$ cat config.mk
export PLATFORM = sky130hd
export DESIGN_NAME = alu_dispatch
export DESIGN_NICKNAME = d
export VERILOG_FILES = /design/src/rtl/alu_dispatch.sv
export SDC_FILE = /design/constraint.sdc
export NUM_CORES = 2
export LEC_CHECK = 0
export BUFFER_PORTS_ARGS = -buffer_cell sky130_fd_sc_hd__buf_2
export CORE_UTILIZATION = 46
export CTS_CLUSTER_SIZE = 40
export DETAILED_ROUTE_END_ITERATION = 8
export PLACE_DENSITY = 0.76
export SKIP_CTS_REPAIR_TIMING = 1
export SLEW_MARGIN = 20
export SYNTH_ARGS = -nofsm -noshare
export SYNTH_HDL_FRONTEND = slang
export SYNTH_SLANG_ARGS = --single-unit
export TNS_END_PERCENT = 10
$ cat constraint.sdc
create_clock -name clk -period 2.2 [get_ports clk]
set_input_delay 0.22 -clock clk [delete_from_list [all_inputs] [get_ports clk]]
set_output_delay 0.22 -clock clk [all_outputs]
set_load 0.02 [all_outputs]
$ cat src/rtl/alu_dispatch.sv
// Decode/dispatch stage feeding the ALU operand interface: register file, scoreboard,
// hazard stall with writeback forwarding, and a registered one-deep issue bundle.
module alu_dispatch (
    input  logic        clk,
    input  logic        rstn,
    input  logic        in_valid,
    output logic        in_ready,
    input  logic [31:0] in_instr,
    output logic        out_valid,
    input  logic        out_ready,
    output logic        out_is_imm,
    output logic [4:0]  out_funct,
    output logic [31:0] out_val1,
    output logic [31:0] out_val2,
    output logic [4:0]  out_rd,
    input  logic        wb_valid,
    input  logic [4:0]  wb_rd,
    input  logic [31:0] wb_data,
    output logic        illegal
);

    logic [5:0]  op;
    logic [4:0]  rd, rs1, rs2;
    logic [15:0] imm;
    logic [2:0]  sub;

    assign op  = in_instr[31:26];
    assign rd  = in_instr[25:21];
    assign rs1 = in_instr[20:16];
    assign rs2 = in_instr[15:11];
    assign imm = in_instr[15:0];
    assign sub = in_instr[2:0];

    logic [31:0] rf_q [32];
    logic [31:0] rf_d [32];
    logic [31:0] pending_q, pending_d;
    logic        out_valid_q, out_valid_d;
    logic        out_is_imm_q, out_is_imm_d;
    logic [4:0]  out_funct_q, out_funct_d;
    logic [31:0] out_val1_q, out_val1_d;
    logic [31:0] out_val2_q, out_val2_d;
    logic [4:0]  out_rd_q, out_rd_d;
    logic        illegal_q, illegal_d;

    logic        is_r, is_i, legal;
    logic        rs1_busy, rs2_busy, rd_busy, hazard;
    logic        accept, legal_accept;
    logic [31:0] rs1_val, rs2_val;
    logic [4:0]  funct;
    logic [31:0] val2;

    // A pending register stops blocking in the very cycle its writeback arrives.
    always_comb begin
        is_r     = (op == 6'd0);
        is_i     = (op >= 6'd1) && (op <= 6'd5);
        legal    = is_r || is_i;
        rs1_busy = pending_q[rs1] && !(wb_valid && (wb_rd == rs1));
        rs2_busy = pending_q[rs2] && !(wb_valid && (wb_rd == rs2));
        rd_busy  = (rd != 5'd0) && pending_q[rd] && !(wb_valid && (wb_rd == rd));
        hazard   = legal && (rs1_busy || (is_r && rs2_busy) || rd_busy);
        in_ready = rstn && (!out_valid_q || out_ready) && !hazard;
        accept       = in_valid && in_ready;
        legal_accept = accept && legal;
    end

    always_comb begin
        if (rs1 == 5'd0)
            rs1_val = 32'd0;
        else if (wb_valid && (wb_rd == rs1))
            rs1_val = wb_data;
        else
            rs1_val = rf_q[rs1];
        if (rs2 == 5'd0)
            rs2_val = 32'd0;
        else if (wb_valid && (wb_rd == rs2))
            rs2_val = wb_data;
        else
            rs2_val = rf_q[rs2];
    end

    always_comb begin
        funct = 5'd1 << (op[2:0] - 3'd1);
        if (is_r) begin
            case (sub)
                3'd0:    funct = 5'b00001;
                3'd1:    funct = 5'b00000;
                3'd2:    funct = 5'b01001;
                3'd3:    funct = 5'b01010;
                3'd4:    funct = 5'b01100;
                3'd5:    funct = 5'b10001;
                3'd6:    funct = 5'b10010;
                default: funct = 5'b10100;
            endcase
        end
        if (is_r)
            val2 = rs2_val;
        else if (op <= 6'd2)
            val2 = {{16{imm[15]}}, imm};
        else
            val2 = {27'd0, imm[4:0]};
    end

    always_comb begin
        out_valid_d  = out_valid_q;
        out_is_imm_d = out_is_imm_q;
        out_funct_d  = out_funct_q;
        out_val1_d   = out_val1_q;
        out_val2_d   = out_val2_q;
        out_rd_d     = out_rd_q;
        if (legal_accept) begin
            out_valid_d  = 1'b1;
            out_is_imm_d = is_i;
            out_funct_d  = funct;
            out_val1_d   = rs1_val;
            out_val2_d   = val2;
            out_rd_d     = rd;
        end else if (out_ready) begin
            out_valid_d = 1'b0;
        end
        illegal_d = accept && !legal;
    end

    // Clear before set so a same-cycle dispatch to the written register stays pending.
    always_comb begin
        pending_d = pending_q;
        if (wb_valid)
            pending_d[wb_rd] = 1'b0;
        if (legal_accept && (rd != 5'd0))
            pending_d[rd] = 1'b1;
        pending_d[0] = 1'b0;
        rf_d = rf_q;
        if (wb_valid && (wb_rd != 5'd0))
            rf_d[wb_rd] = wb_data;
    end

    always_ff @(posedge clk or negedge rstn) begin
        if (!rstn) begin
            for (int i = 0; i < 32; i++)
                rf_q[i] <= 32'd0;
            pending_q    <= 32'd0;
            out_valid_q  <= 1'b0;
            out_is_imm_q <= 1'b0;
            out_funct_q  <= 5'd0;
            out_val1_q   <= 32'd0;
            out_val2_q   <= 32'd0;
            out_rd_q     <= 5'd0;
            illegal_q    <= 1'b0;
        end else begin
            rf_q         <= rf_d;
            pending_q    <= pending_d;
            out_valid_q  <= out_valid_d;
            out_is_imm_q <= out_is_imm_d;
            out_funct_q  <= out_funct_d;
            out_val1_q   <= out_val1_d;
            out_val2_q   <= out_val2_d;
            out_rd_q     <= out_rd_d;
            illegal_q    <= illegal_d;
        end
    end

    assign out_valid  = out_valid_q;
    assign out_is_imm = out_is_imm_q;
    assign out_funct  = out_funct_q;
    assign out_val1   = out_val1_q;
    assign out_val2   = out_val2_q;
    assign out_rd     = out_rd_q;
    assign illegal    = illegal_q;

endmodule

==> impl_summary.log <==
[metrics] status: finished, violations left
[metrics] violated checks: hold timing, setup timing
[metrics] final hold violation count: 1
[metrics] P&R area growth vs syn: 20.46%
[metrics] top post-synthesis cells by area: sky130_fd_sc_hd__dfrtp_1 47%, sky130_fd_sc_hd__mux4_2 22%, sky130_fd_sc_hd__mux2_2 21%
[metrics] vias: 40660
[metrics] metal3 WL: roughly 19 mm
[metrics] leakage power: roughly 32 nW
[metrics] cell depth of the worst min-delay path: 2
[metrics] final worst slack: -0.8352 ns
[metrics] startpoint kind of the worst setup timing path: flip-flop
[metrics] TritonRoute pass-1 iters: 7
[metrics] highest layer used for signal routing: met5
[metrics] footprint of the multi-input gates: slightly above 0.03 sq mm
[metrics] maximum clock insertion buffer count: 3
[metrics] core box area: between 0.1 and 0.15 sq mm
[metrics] Final TNS setup: -64.15 ns
[metrics] beginning of the worst register-to-register path: pending_q[27]
[metrics] Overall Global Routing Usage: 0.2881
[metrics] DRT iter0 DRCs: approximately 4600
[metrics] Worst R2R Setup Slack: -0.71 ns
[metrics] number of clock sinks: 1132
[metrics] syn_area_per_cell: around 16 sq um
[metrics] top fanout value on the critical path: 3
[metrics] Sequential Area: between 0.02 and 0.03 sq mm
[metrics] Layout fillers: 9869
[metrics] layout net count: 4383
[metrics] kind of end point of the critical path: output port
[metrics] Post-Syn Area: about 0.06 sq mm
[metrics] clock buffers created by TritonCTS: 113
[metrics] cell family contributing the most delay on the critical path: multiplexers
[metrics] dominant cell by count in the synthesized netlist: sky130_fd_sc_hd__dfrtp_1
[metrics] critical path type: flip-flop to output port
[metrics] fraction of registers with async set/reset: 1.000
[metrics] detailed route wirelength on metal2: between 80 and 90 mm
[metrics] residual overflow from global routing: 0
[metrics] half-perimeter wire length after placement: about 120 mm
[metrics] Bufs and invs on worst path: 1
[metrics] cell type contributing the most total cell area after synthesis: sky130_fd_sc_hd__dfrtp_1
[metrics] H-Tree Level Count: 3
[metrics] minimum clock period after layout: 3.035 ns
[metrics] worst clock skew: approximately 0.028 ns
[metrics] cell at the root of the clock tree: sky130_fd_sc_hd__clkbuf_16
[metrics] maximum number of pins on one net before global-route repair: between 100 and 150
[metrics] number of synthesized register bits: between 1000 and 1500
[metrics] number of antenna violations at the first check in global routing: 10
[metrics] power per standard cell area: ~860 mW/mm^2
[metrics] dominant register cell in the synthesized netlist: sky130_fd_sc_hd__dfrtp_1
[metrics] count of unresolved DRC violations after routing: 0
[metrics] Final Instance Area: a little over 0.07 sq mm
[metrics] post-synth top area share: 0.4713
[metrics] type of the worst min-delay path: primary input to flip-flop
[metrics] routed length per instance: between 30 and 40 microns
[metrics] number of warnings issued by yosys: 0
[metrics] share of the clock period used by the worst path: 1.380
[metrics] row count: roughly 130
[metrics] number of synthesized flops with an enable pin: 0
[metrics] horizontal extent of the die: 363.5 microns
[metrics] overall power after layout: about 0.062 W
[metrics] drt via density: 6.608
[metrics] Hold Path Sink: out_rd[0]
[metrics] critical path data arrival time: between 2 and 3 ns
[metrics] final wirelength: ~190 mm
[metrics] final-report max-slew violation count: 0
[metrics] instance count of the mapped netlist: 3872
[metrics] post-synthesis sequential area ratio: 0.4713
[metrics] die boundary height: between 300 and 400 microns
[metrics] wire length the detailed router placed on met1: a little over 70 mm
[metrics] CP peak stage delay: 0.48 ns
[metrics] starting density of the core: 0.4642
[metrics] total I/O pin count: 152
[metrics] ANT nets after route: 0
[metrics] data required time at the worst endpoint: 1.98 ns
[metrics] vias in the first global route: about 42000
[metrics] worst-path cell with the longest stage delay: sky130_fd_sc_hd__mux4_2
[metrics] worst slack on hold paths: -0.003901 ns
[metrics] worst reg2reg path depth: 9
[metrics] slew at the pin closest to its max-slew limit: roughly 1.0 ns
[metrics] cell-by-cell listing of the critical path: mux4_2, mux2_4, or3_4, o2111ai_4, nand3_4, a21oi_2, buf_4
[metrics] post-detailed-placement cell area: slightly below 0.07 sq mm
[metrics] clock transition at the register clock pins on the worst setup and hold paths after CTS: 0.07 ns
[metrics] distinct cell type count of the synthesized netlist: roughly 60
[metrics] TritonCTS clock tree: yes
[metrics] Port Buf Inserts: ~150
[metrics] area of the die: between 0.1 and 0.15 sq mm
[metrics] first-pass GRT wire length: around 280 mm
[metrics] Hold Crit Start: in_instr[21]
[metrics] layout cell share with drive strength beyond 1: 0.6209
[metrics] normalized max-slew margin: 0.2993
[metrics] setup violators final: about 110
[metrics] endpoint of the worst register-to-register path: out_val1[0]
[metrics] Fmax: around 330 MHz
[metrics] setup repair after global routing missed its margin: true
[metrics] Mapped Nets: 3946
[metrics] RD Place Congestion: slightly above 0.9
[metrics] max capacitance violation total: 0
[metrics] Clk Latency, worst-skew pair: around 0.74 ns
[metrics] synth cell count leaders: 1132 x sky130_fd_sc_hd__dfrtp_1, 1126 x sky130_fd_sc_hd__mux2_2, 600 x sky130_fd_sc_hd__mux4_2, 281 x sky130_fd_sc_hd__clkbuf_1, 136 x sky130_fd_sc_hd__nand2_1
[metrics] Worst VDD drop: around 0.00065 V
metal layers:
metal | up-vias | global-route usage
met5 | - | 0
met4 | 8 | 0.1397
met3 | 531 | 0.07348
met2 | 2303 | 0.4447
met1 | 21880 | 0.3810
li1 | 15940 | -
placed cells by master, fill, tap and decap left out, types with 8 or more instances in the layout:
cell / n
sky130_fd_sc_hd__a211oi_1: 23
sky130_fd_sc_hd__a21oi_1: 10
sky130_fd_sc_hd__a222oi_1: 9
sky130_fd_sc_hd__a22o_1: 10
sky130_fd_sc_hd__a22oi_1: 18
sky130_fd_sc_hd__a32o_1: 14
sky130_fd_sc_hd__buf_12: 148
sky130_fd_sc_hd__buf_2: 141
sky130_fd_sc_hd__buf_4: 432
sky130_fd_sc_hd__bufinv_16: 19
sky130_fd_sc_hd__clkbuf_1: 17
sky130_fd_sc_hd__clkbuf_16: 122
sky130_fd_sc_hd__clkbuf_8: 26
sky130_fd_sc_hd__clkinv_2: 27
sky130_fd_sc_hd__dfrtp_1: 1132
sky130_fd_sc_hd__dlygate4sd3_1: 21
sky130_fd_sc_hd__mux2_2: 1125
sky130_fd_sc_hd__mux2_4: 9
sky130_fd_sc_hd__mux2i_1: 37
sky130_fd_sc_hd__mux4_2: 600
sky130_fd_sc_hd__nand2_1: 121
sky130_fd_sc_hd__nand2_2: 8
sky130_fd_sc_hd__nand2b_1: 14
sky130_fd_sc_hd__nand3_1: 12
sky130_fd_sc_hd__nand3b_1: 8
sky130_fd_sc_hd__nand4_1: 17
sky130_fd_sc_hd__nor2_1: 18
sky130_fd_sc_hd__nor2_4: 18
sky130_fd_sc_hd__nor2b_1: 20
sky130_fd_sc_hd__nor3_1: 17
sky130_fd_sc_hd__o211ai_1: 26
sky130_fd_sc_hd__o21ai_0: 35
sky130_fd_sc_hd__o22a_1: 14
sky130_fd_sc_hd__o31ai_2: 10
sky130_fd_sc_hd__xor2_1: 13
final cells by class:
class / instances / area share
Clock inverter: 58 / 0.01156
Antenna cell: 4 / 0.0001383
Inverter: 6 / 0.0003284
Clock buffer: 156 / 0.04504
Multi-Input combinational cell: 2297 / 0.4187
Timing Repair Buffer: 759 / 0.1028
Tap cell: 1742 / 0.03011
Sequential cell: 1132 / 0.3913
worst reg2reg max path, delay by kind of cell, from the launching register on:
family	cells	cell delay [ns]
AOI/OAI and AO/OA	1	0.12
buffers and inverters	3	0.64
DFF	1	0.40
muxes	3	1.09
and+or+nand+nor	2	0.54
power by group:
part | internal (W) | leakage (nW) | switching [W]
Clock | 0.0126 | 2.02 | 0.00872
Combinational | 0.00828 | 15.3 | 0.00488
Sequential | 0.0246 | 14.6 | 0.00290
Total | 0.0455 | 31.9 | 0.0165
worst max path at each step:
stage / from / end / slack (ns) / depth (start not counted)
final: pending_q[27] / in_ready / -0.84 / 7
after global routing: pending_q[27] / in_ready / -0.89 / 8
after CTS: pending_q[27] / in_ready / -1.08 / 7
after detailed placement: in_instr[12] / out_val2[13] / -0.68 / 11
after global placement: in_instr[11] / out_val2[26] / -0.66 / 9
after floorplan: pending_q[19] / out_funct[0] / -0.22 / 8
logic make-up after synthesis:
group	synth area share
muxes	0.4441
buffers and inverters	0.03083
xor gates and xnor gates	0.002623
DFF	0.4713
AOI/OAI and AO/OA	0.02763
and+or+nand+nor	0.02344
flip-flops by register name, indices dropped and copies added (netlist names):
register    cells
illegal         1
out_funct       5
out_is_imm      1
out_rd          5
out_val1       32
out_val2       32
out_valid       1
pending_q      31
rf_q         1024
metrics by stage:
stage / worst slack, ns / instances / hold WS, ns / util
global route: -0.8884 / 6152 / 0.006769 / 0.5591
global placement: -0.6570 / 5899 / 0.3182 / 0.5225
detailed placement: -0.6788 / 5899 / 0.3235 / 0.5225
CTS: -1.080 / 6113 / -0.4682 / 0.5541
finish: -0.8352 / 6154 / -0.003901 / 0.5591
floorplan: -0.2162 / 3872 / -0.07559 / -
(Power assumes the default switching activity.)
